## src/rtl/i2c_slave_rx_if.sv

```systemverilog
// i2c_slave_rx_if: bus pins and receive-FIFO read port of the i2c_slave_rx target.
// Ports: scl_in/sda_in (bus), sda_out (open-drain ACK drive), rx_data/rx_valid/rx_ready
//        (FIFO read), busy/addr_match/stop_det/rx_overflow/fifo_count (status).
interface i2c_slave_rx_if #(
    parameter int FIFO_DEPTH = 8
);
    logic                          scl_in;
    logic                          sda_in;
    logic                          sda_out;
    logic [7:0]                    rx_data;
    logic                          rx_valid;
    logic                          rx_ready;
    logic                          busy;
    logic                          addr_match;
    logic                          stop_det;
    logic                          rx_overflow;
    logic [$clog2(FIFO_DEPTH):0]   fifo_count;

    // Target side (the i2c_slave_rx block).
    modport slave (
        input  scl_in, sda_in, rx_ready,
        output sda_out, rx_data, rx_valid, busy, addr_match, stop_det,
               rx_overflow, fifo_count
    );

    // Bus master / FIFO consumer side.
    modport master (
        output scl_in, sda_in, rx_ready,
        input  sda_out, rx_data, rx_valid, busy, addr_match, stop_det,
               rx_overflow, fifo_count
    );
endinterface

```

## src/rtl/i2c_slave_rx.sv

```systemverilog
// i2c_slave_rx: receive-only I2C target; ACKs writes to SLAVE_ADDR and queues data bytes in a FWFT FIFO.
// Ports: core_clk, rst (async active-high), bus (i2c_slave_rx_if.slave: SCL/SDA in, SDA drive out,
//        valid/ready FIFO read port, status). Push-to-rx_valid latency 1 core_clk.
// Optional: define I2C_SLAVE_GENERAL_CALL_EN to also ACK the general-call address byte 8'h00.
module i2c_slave_rx #(
    parameter logic [6:0] SLAVE_ADDR  = 7'h78,
    parameter int         FIFO_DEPTH  = 8,
    parameter int         SYNC_STAGES = 2
) (
    input  logic          core_clk,
    input  logic          rst,
    i2c_slave_rx_if.slave bus
);
    localparam int AW = $clog2(FIFO_DEPTH);
    localparam int CW = AW + 1;
    localparam logic [CW-1:0] FULL_CNT = CW'(FIFO_DEPTH);

    typedef enum logic [2:0] {
        ST_IDLE, ST_ADDR, ST_ADDR_ACK, ST_DATA, ST_DATA_ACK, ST_IGNORE
    } state_t;

    // ---------------- input synchronisers and edge/condition detect ----------------
    logic [SYNC_STAGES-1:0] scl_sync, sda_sync;
    logic                   scl_prev, sda_prev;
    logic                   scl_cur, sda_cur;

    always_ff @(posedge core_clk or posedge rst) begin
        if (rst) begin
            scl_sync <= '1;
            sda_sync <= '1;
            scl_prev <= 1'b1;
            sda_prev <= 1'b1;
        end else begin
            scl_sync <= {scl_sync[SYNC_STAGES-2:0], bus.scl_in};
            sda_sync <= {sda_sync[SYNC_STAGES-2:0], bus.sda_in};
            scl_prev <= scl_sync[SYNC_STAGES-1];
            sda_prev <= sda_sync[SYNC_STAGES-1];
        end
    end

    assign scl_cur = scl_sync[SYNC_STAGES-1];
    assign sda_cur = sda_sync[SYNC_STAGES-1];

    logic scl_rise, scl_fall, start_cond, stop_cond;
    assign scl_rise   = scl_cur & ~scl_prev;
    assign scl_fall   = ~scl_cur & scl_prev;
    // SCL must be high in both samples so an SDA change next to an SCL edge is not misread.
    assign start_cond = scl_cur & scl_prev & sda_prev & ~sda_cur;
    assign stop_cond  = scl_cur & scl_prev & ~sda_prev & sda_cur;

    // ---------------- FSM state ----------------
    state_t     state;
    logic [3:0] bit_cnt;
    logic [7:0] shreg;
    logic       ack_q, sda_q, busy_q, match_q, stop_q, ovf_q;

    // ---------------- FIFO ----------------
    logic [7:0]    mem [FIFO_DEPTH];
    logic [AW-1:0] wr_ptr, rd_ptr;
    logic [CW-1:0] count;
    logic          full, pop, byte_done, push, addr_ok;

    assign full      = (count == FULL_CNT);
    assign pop       = (count != '0) && bus.rx_ready;
    // A byte completes on the 8th SCL fall in DATA; START/STOP need SCL high so cannot coincide.
    assign byte_done = (state == ST_DATA) && scl_fall && (bit_cnt == 4'd8);
    assign push      = byte_done && (!full || pop);

`ifdef I2C_SLAVE_GENERAL_CALL_EN
    assign addr_ok = (shreg == {SLAVE_ADDR, 1'b0}) || (shreg == 8'h00);
`else
    assign addr_ok = (shreg == {SLAVE_ADDR, 1'b0});
`endif

    always_ff @(posedge core_clk or posedge rst) begin
        if (rst) begin
            state   <= ST_IDLE;
            bit_cnt <= '0;
            shreg   <= '0;
            ack_q   <= 1'b0;
            sda_q   <= 1'b1;
            busy_q  <= 1'b0;
            match_q <= 1'b0;
            stop_q  <= 1'b0;
            ovf_q   <= 1'b0;
        end else begin
            stop_q <= 1'b0;
            if (stop_cond) begin
                state   <= ST_IDLE;
                busy_q  <= 1'b0;
                match_q <= 1'b0;
                sda_q   <= 1'b1;
                stop_q  <= 1'b1;
                bit_cnt <= '0;
            end else if (start_cond) begin
                // Also covers repeated START: any partial byte is simply abandoned.
                state   <= ST_ADDR;
                busy_q  <= 1'b1;
                match_q <= 1'b0;
                sda_q   <= 1'b1;
                bit_cnt <= '0;
            end else begin
                case (state)
                    ST_IDLE: ;
                    ST_ADDR, ST_DATA: begin
                        if (scl_rise && bit_cnt != 4'd8) begin
                            shreg   <= {shreg[6:0], sda_cur};
                            bit_cnt <= bit_cnt + 4'd1;
                        end else if (scl_fall && bit_cnt == 4'd8) begin
                            if (state == ST_ADDR) begin
                                state   <= ST_ADDR_ACK;
                                ack_q   <= addr_ok;
                                sda_q   <= ~addr_ok;
                                match_q <= addr_ok;
                            end else begin
                                state <= ST_DATA_ACK;
                                ack_q <= push;
                                sda_q <= ~push;
                                if (!push) ovf_q <= 1'b1;
                            end
                        end
                    end
                    ST_ADDR_ACK, ST_DATA_ACK: begin
                        if (scl_fall) begin
                            sda_q   <= 1'b1;
                            bit_cnt <= '0;
                            state   <= ack_q ? ST_DATA : ST_IGNORE;
                        end
                    end
                    ST_IGNORE: sda_q <= 1'b1;
                    default:   state <= ST_IDLE;
                endcase
            end
        end
    end

    always_ff @(posedge core_clk or posedge rst) begin
        if (rst) begin
            wr_ptr <= '0;
            rd_ptr <= '0;
            count  <= '0;
        end else begin
            if (push) wr_ptr <= wr_ptr + AW'(1);
            if (pop)  rd_ptr <= rd_ptr + AW'(1);
            case ({push, pop})
                2'b10:   count <= count + CW'(1);
                2'b01:   count <= count - CW'(1);
                default: count <= count;
            endcase
        end
    end

    // Storage needs no reset: pointers and count define what is valid.
    always_ff @(posedge core_clk) begin
        if (push) mem[wr_ptr] <= shreg;
    end

    assign bus.sda_out     = sda_q;
    assign bus.rx_valid    = (count != '0);
    assign bus.rx_data     = (count != '0) ? mem[rd_ptr] : 8'h00;
    assign bus.busy        = busy_q;
    assign bus.addr_match  = match_q;
    assign bus.stop_det    = stop_q;
    assign bus.rx_overflow = ovf_q;
    assign bus.fifo_count  = count;
endmodule

```

## src/flat_wrapper.sv

```systemverilog
// flat-port wrapper written by rule: the top's interface ports become plain ports
module i2c_slave_rx_flat 
#(
    parameter logic [6:0] SLAVE_ADDR  = 7'h78,
    parameter int         FIFO_DEPTH  = 8,
    parameter int         SYNC_STAGES = 2
)
  (core_clk, rst, bus_scl_in, bus_sda_in, bus_rx_ready, bus_sda_out, bus_rx_data, bus_rx_valid, bus_busy, bus_addr_match, bus_stop_det, bus_rx_overflow, bus_fifo_count);
  i2c_slave_rx_if #(.FIFO_DEPTH(FIFO_DEPTH)) bus_i ();
  input  logic core_clk;
  input  logic rst;
  input wire logic [$bits(bus_i.scl_in)-1:0] bus_scl_in;
  input wire logic [$bits(bus_i.sda_in)-1:0] bus_sda_in;
  input wire logic [$bits(bus_i.rx_ready)-1:0] bus_rx_ready;
  output wire logic [$bits(bus_i.sda_out)-1:0] bus_sda_out;
  output wire logic [$bits(bus_i.rx_data)-1:0] bus_rx_data;
  output wire logic [$bits(bus_i.rx_valid)-1:0] bus_rx_valid;
  output wire logic [$bits(bus_i.busy)-1:0] bus_busy;
  output wire logic [$bits(bus_i.addr_match)-1:0] bus_addr_match;
  output wire logic [$bits(bus_i.stop_det)-1:0] bus_stop_det;
  output wire logic [$bits(bus_i.rx_overflow)-1:0] bus_rx_overflow;
  output wire logic [$bits(bus_i.fifo_count)-1:0] bus_fifo_count;
  assign bus_i.scl_in = bus_scl_in;
  assign bus_i.sda_in = bus_sda_in;
  assign bus_i.rx_ready = bus_rx_ready;
  assign bus_sda_out = bus_i.sda_out;
  assign bus_rx_data = bus_i.rx_data;
  assign bus_rx_valid = bus_i.rx_valid;
  assign bus_busy = bus_i.busy;
  assign bus_addr_match = bus_i.addr_match;
  assign bus_stop_det = bus_i.stop_det;
  assign bus_rx_overflow = bus_i.rx_overflow;
  assign bus_fifo_count = bus_i.fifo_count;
  i2c_slave_rx #(.SLAVE_ADDR(SLAVE_ADDR), .FIFO_DEPTH(FIFO_DEPTH), .SYNC_STAGES(SYNC_STAGES)) u_core (.core_clk(core_clk), .rst(rst), .bus(bus_i));
endmodule
```

## config.mk

```make
export PLATFORM = sky130hd
export DESIGN_NAME = i2c_slave_rx_flat
export DESIGN_NICKNAME = d
export VERILOG_FILES = /design/src/rtl/i2c_slave_rx_if.sv /design/src/rtl/i2c_slave_rx.sv /design/src/flat_wrapper.sv
export SDC_FILE = /design/constraint.sdc
export NUM_CORES = 1
export LEC_CHECK = 0
export BUFFER_PORTS_ARGS = -buffer_cell sky130_fd_sc_hd__buf_4
export CORE_UTILIZATION = 55
export CTS_BUF_LIST = sky130_fd_sc_hd__clkbuf_8
export DETAILED_ROUTE_END_ITERATION = 10
export PLACE_DENSITY = 0.76
export SLEW_MARGIN = 20
export SYNTH_ARGS = -nofsm -noshare
export SYNTH_HDL_FRONTEND = slang
export SYNTH_SLANG_ARGS = --single-unit
```

## constraint.sdc

```tcl
create_clock -name core_clk -period 3.3 [get_ports core_clk]
set_input_delay 0.165 -clock core_clk [delete_from_list [all_inputs] [get_ports core_clk]]
set_output_delay 0.165 -clock core_clk [all_outputs]
set_load 0.05 [all_outputs]
```

==> flow_summary.toml, run 1 <==
[drt]
drt_iter0_markers = 92
dr.pass1.iters = 4
drt-vias-per-instance = 5.62
wire_per_inst_um = 16.5
via_count = 2379
drc = 0
drt-total-wl_um = 6970
postRouteAntennaNets = 0

[floorplan]
row_count = 32
initial_core_util_pct = 56.4
die_h_um = 90.8
boundaryPins = 23
fp.dieW_um = 90.8
core_area_mm2 = 0.00769
die_area_mm2 = 0.00825

[logic_synthesis]
synthMuxAreaShare_pct = 11.5
synth.avg_cell_area_um2 = 15.4
synthAdderAreaFrac_pct = 2.02
syn-num-nets = 294
synth_edf_count = 64
synth_top_family_by_area = "simple AND/OR/NAND/NOR gates"
synth_compound_area_share_pct = 4.44
syn_inst = 282
async_flop_share_pct = 36.6
yosys_warnings = 0
ys.flop_type = "edfxtp_1"
syn_area_mm2 = 0.00434
ys_ff_latch = 101
yosys.cell_types.count = 48
synthSimpleGateAreaFrac_pct = 11.7
yosysSeqAreaShare_pct = 65.8
synth-xor-area-share_pct = 2.02

[clock_tree]
hold_buffers = 3
ctsRootBufferMaster = "clkbuf_8"
clk_pin_slew_ps = 100
worstSkewPairLatency_ps = 360
clockBufferDepth = 2
cts_setup_buffers = 0
cts_made_buffers = 9
cts_tree = "done"
cts.repair.resized = 0
cts.sinks = 101
htree_levels = 3

[sta]
setup_violations = 0
slew_viol_final = 0
fin_skew_ps = 11.0
setup_tns_ps = 0
grt_setup_unrepaired = "false"
whs_ps = 145
period_needed_ps = 2580
finalCritPeriodShare_pct = 78.3
max_freq_mhz = 387
worst_slew_pin_slew_ps = 787
final-hold-violation-count = 0
slew_headroom_pct = 47.5

[worst_setup_path]
end_kind = "flip-flop"
cp.buffers_inverters = 1
reg2reg_from = "u_core.bus.fifo_count[1]$_DFFE_PP0P_"
arrival_ps = 2830
start_kind = "flip-flop"
slowest_delay_ps = 590
r2r-end = "u_core.bus.fifo_count[2]$_DFFE_PP0P_"
critical_path_class = "reg -> reg"
crit_start = "u_core.bus.fifo_count[1]$_DFFE_PP0P_"
worstPathMaxFanout = 9
cp.required_ps = 3550
crit_top_cell = "xor2_1"
r2r_cells = 10
crit_chain = "nor4_4, inv_2, and2_4, ha_1, xor2_1, ha_1, a21oi_1, xor2_1, nor2_1, xor2_1"
cp_top_family = "simple AND/OR/NAND/NOR gates"
r2r_slack_ps = 720
crit_slowest_cell = "nor4_4"

[place]
dp_hpwl_um = 4640
io_buffer_count = 22
postPlaceCellArea_mm2 = 0.00463
gp_congestion = 0.757

[global_routing]
antenna_found_initial = 0
gr-total-overflow = 0
grt_pass1_wl_um = 11900
grt_use_total_pct = 19.0
grt_max_degree = 38
grt_pass1_vias = 2388

[power]
ir_drop_v = 0.000279
p_leak_nw = 1.86
pwr_density_cell_mw_per_mm2 = 505

[final_layout]
final_common_cell = "edfxtp_1"
area_delta_synth_final_pct = 11.8
final_nets = 328
final_cell_mix = "edfxtp_1, nand2_1, buf_4"
diodes = 0
drive_above_1_share_pct = 26.8
stdcell_area_mm2 = 0.00485

[worst_hold_path]
min_delay_worst_endpoint = "u_core.rd_ptr[0]$_DFFE_PP0P_"
holdPathStages = 3
min_path_type = "in -> reg"
hold_path_startpoint = "bus_rx_ready"

[job]
drv_cap = 0

[run_status]
status = "finished, final reports clean"
==> layout make-up <==
type	count	area, um2
clock buffer	9	124
clock inverter	7	65.1
fill	571	2840
inverter	7	26.3
multi-input combinational	161	1370
sequential	101	2860
tap	102	128
timing repair buffer	36	278
==> sequential cells by signal (all words and copies together) (netlist names) <==
name,cells
u_core.mem,64
u_core.rd_ptr,3
u_core.bus.rx_overflow,1
u_core.bus.sda_out,1
u_core.bus.addr_match,1
u_core.bus.busy,1
u_core.sda_prev,1
u_core.bus.fifo_count,4
u_core.sda_sync,2
u_core.bit_cnt,4
u_core.scl_prev,1
u_core.ack_q,1
u_core.state,3
u_core.wr_ptr,3
u_core.scl_sync,2
u_core.bus.stop_det,1
u_core.shreg,8
==> cell usage after synthesis, drive strengths merged, types with 6 or more instances <==
cell type,count,share of area (%)
a21oi,6,0.69
buf,11,1.7
dfrtp,30,17
dfstp,7,4.2
edfxtp,64,44
ha,7,2.0
inv,7,0.61
mux2i,9,2.1
mux4,16,8.3
nand2,34,2.9
nor2,12,1.0
nor3,6,0.69
o21ai,11,1.3
xnor2,6,1.2
==> worst min-delay path, delay by kind of cell <==
kind	cells	cell delay (ps)
xor gates and xnor gates	1	60
buffers and inverters	1	80
and+or+nand+nor	1	160
==> power by group <==
group	total [mW]	internal, mW	switching [mW]
clock network	0.741	0.294	0.447
logic	0.125	0.0547	0.0704
registers	1.59	1.47	0.117
total	2.45	1.82	0.634
==> worst max path at each step <==
stage | end | slack (ps) | cells past startpoint
after global routing | u_core.bus.fifo_count[2]$_DFFE_PP0P_ | 480 | 10
after floorplan | u_core.bus.fifo_count[2]$_DFFE_PP0P_ | 390 | 12
final | u_core.bus.fifo_count[2]$_DFFE_PP0P_ | 720 | 10
after CTS | u_core.bus.fifo_count[2]$_DFFE_PP0P_ | 690 | 10
after global placement | u_core.bus.fifo_count[2]$_DFFE_PP0P_ | 820 | 10
after detailed placement | u_core.bus.fifo_count[2]$_DFFE_PP0P_ | 710 | 10
==> kinds of logic (layout without fill, tap and decap cells) <==
kind of cell | Yosys count | in the layout
AO/OA/AOI/OAI | 31 | 31
multiplexers | 29 | 29
flip-flops | 101 | 101
AND/OR/NAND/NOR | 84 | 84
adder cells (fa/ha/maj) | 7 | 7
XOR/XNOR | 10 | 10
buffers and inverters | 20 | 59
==> metrics by stage <==
stage,power [mW],utilization [%],std cells,worst slack (ps)
after floorplan,1.67,-,282,387
after global placement,1.72,60.3,404,816
after detailed placement,1.74,60.3,404,708
after CTS,2.47,63.1,423,687
after global routing,2.56,63.1,423,477
final,2.45,63.1,423,716
==> routing by layer <==
layer / global-route usage [%] / wire length (um) / up-vias / share of wire [%]
li1: - / - / 1129 / -
met1: 26.3 / 3230 / 1196 / 46
met2: 30.3 / 3420 / 45 / 49
met3: 2.86 / 239 / 9 / 3.4
met4: 8.33 / 87 / 0 / 1.2
met5: 0 / 0 / - / 0
Power figures use the tool's default switching activity.
==> run 2, diff against run 1 <==
PLACE_DENSITY = 0.79   (was 0.76)
clock period = 2.2 ns   (was 3.3 ns; I/O delays follow)
==> run 2 against run 1 <==
Clock skew is essentially flat. Sequential share of layout area is 3.6 points lower. Power is 58% higher. Worst setup slack got worse by 670 ps. Clock power rose by 66%. First-iteration DRC count up 39%. Fmax is 20% higher. Register-to-register slack got worse by 670 ps. Count of clock-buffer cells in the layout stayed put.
==> flow_summary.toml, run 2 (synthesis gave the netlist of run 1 again) <==
[power]
ir_drop_v = 0.000387
p_leak_nw = 1.98
pwr_density_cell_mw_per_mm2 = 750

[place]
io_buffer_count = 22
pre_cts_ws_ps = -133
gp_congestion = 0.847
dp_hpwl_um = 5190

[sta]
slew_viol_final = 0
slew_headroom_pct = 63.0
layout_setup_ws_ps = 45.4
worst_slew_pin_slew_ps = 555
setup_tns_ps = 0
finalCritPeriodShare_pct = 97.9
max_freq_mhz = 464
fin_skew_ps = 10.9
setup_violations = 0
period_needed_ps = 2150
grt_setup_unrepaired = "true"
whs_ps = 134
final-hold-violation-count = 0

[floorplan]
die_area_mm2 = 0.00825
fp.dieW_um = 90.8
core_area_mm2 = 0.00769
initial_core_util_pct = 56.4
die_h_um = 90.8
row_count = 32
boundaryPins = 23

[run_status]
status = "finished, final reports clean"

[clock_tree]
clockBufferDepth = 2
cts.sinks = 101
clk_pin_slew_ps = 100
worstSkewPairLatency_ps = 360
htree_levels = 3
ctsRootBufferMaster = "clkbuf_8"
cts_made_buffers = 9
cts_tree = "done"

[final_layout]
drive_above_1_share_pct = 36.7
reg_top3 = "u_core.mem (64), u_core.shreg (8)"
final_cell_mix = "edfxtp_1, buf_4, nand2_1"
largest-register = "u_core.mem"
final_nets = 348
fillCellCount = 517
post-route-util_pct = 67.3
final_common_cell = "edfxtp_1"
largest_reg_flops = 64
diodes = 0
area_delta_synth_final_pct = 19.2

[drt]
drc = 0
postRouteAntennaNets = 0
drt_iter0_markers = 128
via_count = 2472
wire_per_inst_um = 17.9
drt-total-wl_um = 7910
drt-vias-per-instance = 5.58
dr.pass1.iters = 4

[worst_hold_path]
holdPathStages = 3
min_path_type = "in -> reg"
hold_path_startpoint = "bus_rx_ready"
min_delay_worst_endpoint = "u_core.rd_ptr[0]$_DFFE_PP0P_"

[worst_setup_path]
worstPathMaxFanout = 3
crit_slowest_cell = "dfrtp_1"
r2r_cells = 12
end_kind = "flip-flop"
r2r_slack_ps = 50
crit_start = "u_core.bit_cnt[1]$_DFFE_PP0P_"
critical_path_class = "reg -> reg"
arrival_ps = 2410
r2r-end = "u_core.bus.fifo_count[2]$_DFFE_PP0P_"
cp.buffers_inverters = 1
crit_top_cell = "xor2_1"
cp_top_family = "adder cells"
crit_chain = "inv_2, ha_4, nand3b_4, nor4_4, nand2_2, ha_4, xor2_1, ha_2, a21oi_2, xor2_1, nor2_1, xor2_1"
reg2reg_from = "u_core.bit_cnt[1]$_DFFE_PP0P_"
start_kind = "flip-flop"
slowest_delay_ps = 420
cp.required_ps = 2450

[global_routing]
grt_pass1_vias = 2481
grt_use_total_pct = 20.6
grt_max_degree = 38
grt_pass1_wl_um = 12700
antenna_found_initial = 0
gr-total-overflow = 0

[job]
drv_cap = 0
## run 2: metrics by stage
stage               power, mW  instances  cell area, um2
floorplan                2.51        282            4440
global placement         2.61        420            4850
detailed placement       2.65        420            4850
CTS                      3.89        440            5110
global route             4.01        443            5170
finish                   3.88        443            5170
## run 2: report_power, final
part	leakage, nW	switching [mW]	internal (mW)
Sequential	1.07	0.166	2.20
Clock	0.109	0.675	0.556
Combinational	0.797	0.148	0.128
Total	1.98	0.990	2.89
## run 2: worst reg2reg max path: stages, from the launching register on
cell and delay [ps]:
dfrtp_1 420, inv_2 100, ha_4 150, nand3b_4 90, nor4_4 180, nand2_2 140
ha_4 180, xor2_1 140, ha_2 170, a21oi_2 110, xor2_1 160, nor2_1 70
xor2_1 140
## run 2: layer usage
metal | wire [um] | vias to the layer above | GRT usage (%)
met2 | 4130 | 52 | 35.4
met3 | 228 | 17 | 3.87
li1 | - | 1173 | -
met4 | 201 | 0 | 8.73
met5 | 0 | - | 0
met1 | 3350 | 1230 | 25.7
## run 2: worst max-delay path by stage
| stage | end | depth (start not counted) | slack, ps |
|---|---|---|---|
| after detailed placement | u_core.bus.fifo_count[2]$_DFFE_PP0P_ | 12 | -130 |
| final | u_core.bus.fifo_count[2]$_DFFE_PP0P_ | 12 | 50 |
| after floorplan | u_core.bus.fifo_count[2]$_DFFE_PP0P_ | 12 | -460 |
| after global placement | u_core.bus.fifo_count[2]$_DFFE_PP0P_ | 12 | 30 |
| after global routing | u_core.bus.fifo_count[3]$_DFFE_PP0P_ | 11 | -90 |
| after CTS | u_core.bus.fifo_count[2]$_DFFE_PP0P_ | 12 | -30 |
## run 2: area by class of cell
class                      instances  area, um2  area share, %
sequential                       101       2860           55.3
multi-input combinational        161       1510           29.2
timing repair buffer              56        432           8.35
tap                              102        128           2.47
clock buffer                       9        124           2.40
clock inverter                     7       87.6           1.69
inverter                           7       28.8          0.557
## run 2: timing repair
item                                   CTS  global route
setup buffers                            1             3
gates resized for setup                  5             9
hold buffers                             3             0
setup endpoints to repair               35            30
endpoints found under the hold margin   32             0
pin swaps                                5             5
gates cloned                             0             0
==> run 3, diff against run 2 <==
PLACE_DENSITY = unset   (was 0.79)
PLACE_DENSITY_LB_ADDON = 0.12   (was unset)
==> run 3 against run 2 <==
Critical path depth unchanged. Sequential power about the same. Non-clock buffer count down 1. Critical endpoint unchanged. Largest cell class unchanged. Largest power group unchanged.
==> flow_summary.toml, run 3 (synthesis gave the netlist of run 1 again) <==
[run_status]
status = "finished, final reports clean"

[floorplan]
die_area_mm2 = 0.00825
core_area_mm2 = 0.00769
initial_core_util_pct = 56.4
die_h_um = 90.8
boundaryPins = 23
fp.dieW_um = 90.8
row_count = 32

[worst_hold_path]
min_path_type = "in -> reg"

[sta]
slew_viol_final = 0
layout_setup_ws_ps = 23.7
slew_headroom_pct = 64.4
finalCritPeriodShare_pct = 98.9
max_freq_mhz = 459
fin_skew_ps = 6.92
setup_violations = 0
worst_slew_pin_slew_ps = 535
grt_setup_unrepaired = "true"
final-hold-violation-count = 0
period_needed_ps = 2180

[drt]
wire_per_inst_um = 16.6
drt-vias-per-instance = 5.49
drt-total-wl_um = 7340
dr.pass1.iters = 4
wl_met1_um = 3410
route.met2.wl_um = 3630
wl_met3_um = 219
routed.top_layer = "met4"
via_count = 2427
drc = 0
postRouteAntennaNets = 0
drt_iter0_markers = 109

[final_layout]
final_cell_mix = "edfxtp_1, buf_4, nand2_1"
largest_reg_flops = 64
regArea_mm2 = 0.00286
largest-register = "u_core.mem"
drive_above_1_share_pct = 33.8
final_nets = 347
reg_top3 = "u_core.mem (64), u_core.shreg (8)"
area_delta_synth_final_pct = 18.7
diodes = 0
final_common_cell = "edfxtp_1"
fillCellCount = 565
multi_input_area_mm2 = 0.00150

[worst_setup_path]
r2r_slack_ps = 20
slowest_delay_ps = 410
crit_chain = "inv_2, ha_4, nand3b_4, nor4_4, nand2_2, ha_4, xor2_1, ha_2, a21oi_2, xor2_1, nor2_1, xor2_1"
end_kind = "flip-flop"
crit_slowest_cell = "dfrtp_1"
cp.required_ps = 2440
worstPathMaxFanout = 3
critical_path_class = "reg -> reg"
cp_top_family = "simple AND/OR/NAND/NOR gates"
arrival_ps = 2420
start_kind = "flip-flop"
cp.buffers_inverters = 1
crit_top_cell = "xor2_1"

[place]
pre_cts_ws_ps = -25.7
io_buffer_count = 22
dp_hpwl_um = 5050
gp_congestion = 0.814

[global_routing]
gr-total-overflow = 0
grt_pass1_vias = 2436
grt_use_total_pct = 19.6
grt_pass1_wl_um = 12200
antenna_found_initial = 0
grt_max_degree = 38

[clock_tree]
worstSkewPairLatency_ps = 360
cts_made_buffers = 9
cts_tree = "done"
ctsRootBufferMaster = "clkbuf_8"
htree_levels = 3
clk_pin_slew_ps = 90
cts.sinks = 101
clockBufferDepth = 2

[job]
drv_cap = 0

[power]
ir_drop_v = 0.000469
p_leak_nw = 1.96
pwr_density_cell_mw_per_mm2 = 723
total_power_mw = 3.72
run 3: changes by cell type in the layout (fill, tap and decap cells not counted), sizes merged:
cell	delta
buf	-1
inv	-4
clkinv	+4
run 3: tightest hold or removal path, delay by kind of cell:
kind | cells | cell delay, ps
xor gates and xnor gates | 1 | 80
buffers and inverters | 1 | 80
and+or+nand+nor | 1 | 200
run 3: through the flow:
stage | std cells | hold WS [ps] | utilization [%] | setup TNS (ps) | instance area [um2]
3_5_place_dp | 420 | 221 | 63.3 | -25.7 | 4860
3_3_place_gp | 420 | 220 | 63.3 | 0 | 4860
6_report | 442 | 156 | 67.0 | 0 | 5150
4_1_cts | 439 | 118 | 66.1 | -23.4 | 5080
2_1_floorplan | 282 | 114 | - | -1200 | 4440
5_1_grt | 442 | 136 | 67.0 | -735 | 5150
run 3: layout make-up:
type / instances / share of cell area (%)
sequential: 101 / 55.6
multi-input combinational: 161 / 29.2
inverter: 7 / 0.559
clock inverter: 7 / 1.12
timing repair buffer: 55 / 8.70
clock buffer: 9 / 2.41
tap: 102 / 2.48
run 3: path summary, 6_finish.rpt:
check	start	endpoint	cells after the start
min in group asynchronous	rst	u_core.bus.rx_overflow$_DFFE_PP0P_	4
min	bus_rx_ready	u_core.rd_ptr[0]$_DFFE_PP0P_	3
max reg2reg	u_core.bit_cnt[1]$_DFFE_PP0P_	u_core.bus.fifo_count[2]$_DFFE_PP0P_	12
min reg2reg	u_core.sda_sync[0]$_DFF_PP1_	u_core.sda_sync[1]$_DFF_PP1_	0
max	u_core.bit_cnt[1]$_DFFE_PP0P_	u_core.bus.fifo_count[2]$_DFFE_PP0P_	12
max in group asynchronous	rst	u_core.sda_prev$_DFF_PP1_	4
run 3: per-layer routing:
| layer | global-route usage (%) | vias up |
|---|---|---|
| met5 | 0 | - |
| met4 | 4.76 | 0 |
| met3 | 5.64 | 8 |
| met2 | 31.8 | 33 |
| met1 | 26.4 | 1221 |
| li1 | - | 1165 |
run 3: repair_timing:
item                                    4_1_cts  5_1_grt
hold endpoints to repair                     32        0
cloned                                        0        0
endpoints found under the setup margin       13       35
hold buffers                                  3        0
pin swaps                                     0        6
buffers inserted                              0        3
gates resized for setup                       2       10
run 3: power by group:
group	internal (mW)	switching, mW
registers	2.20	0.157
clock network	0.509	0.577
logic	0.130	0.147
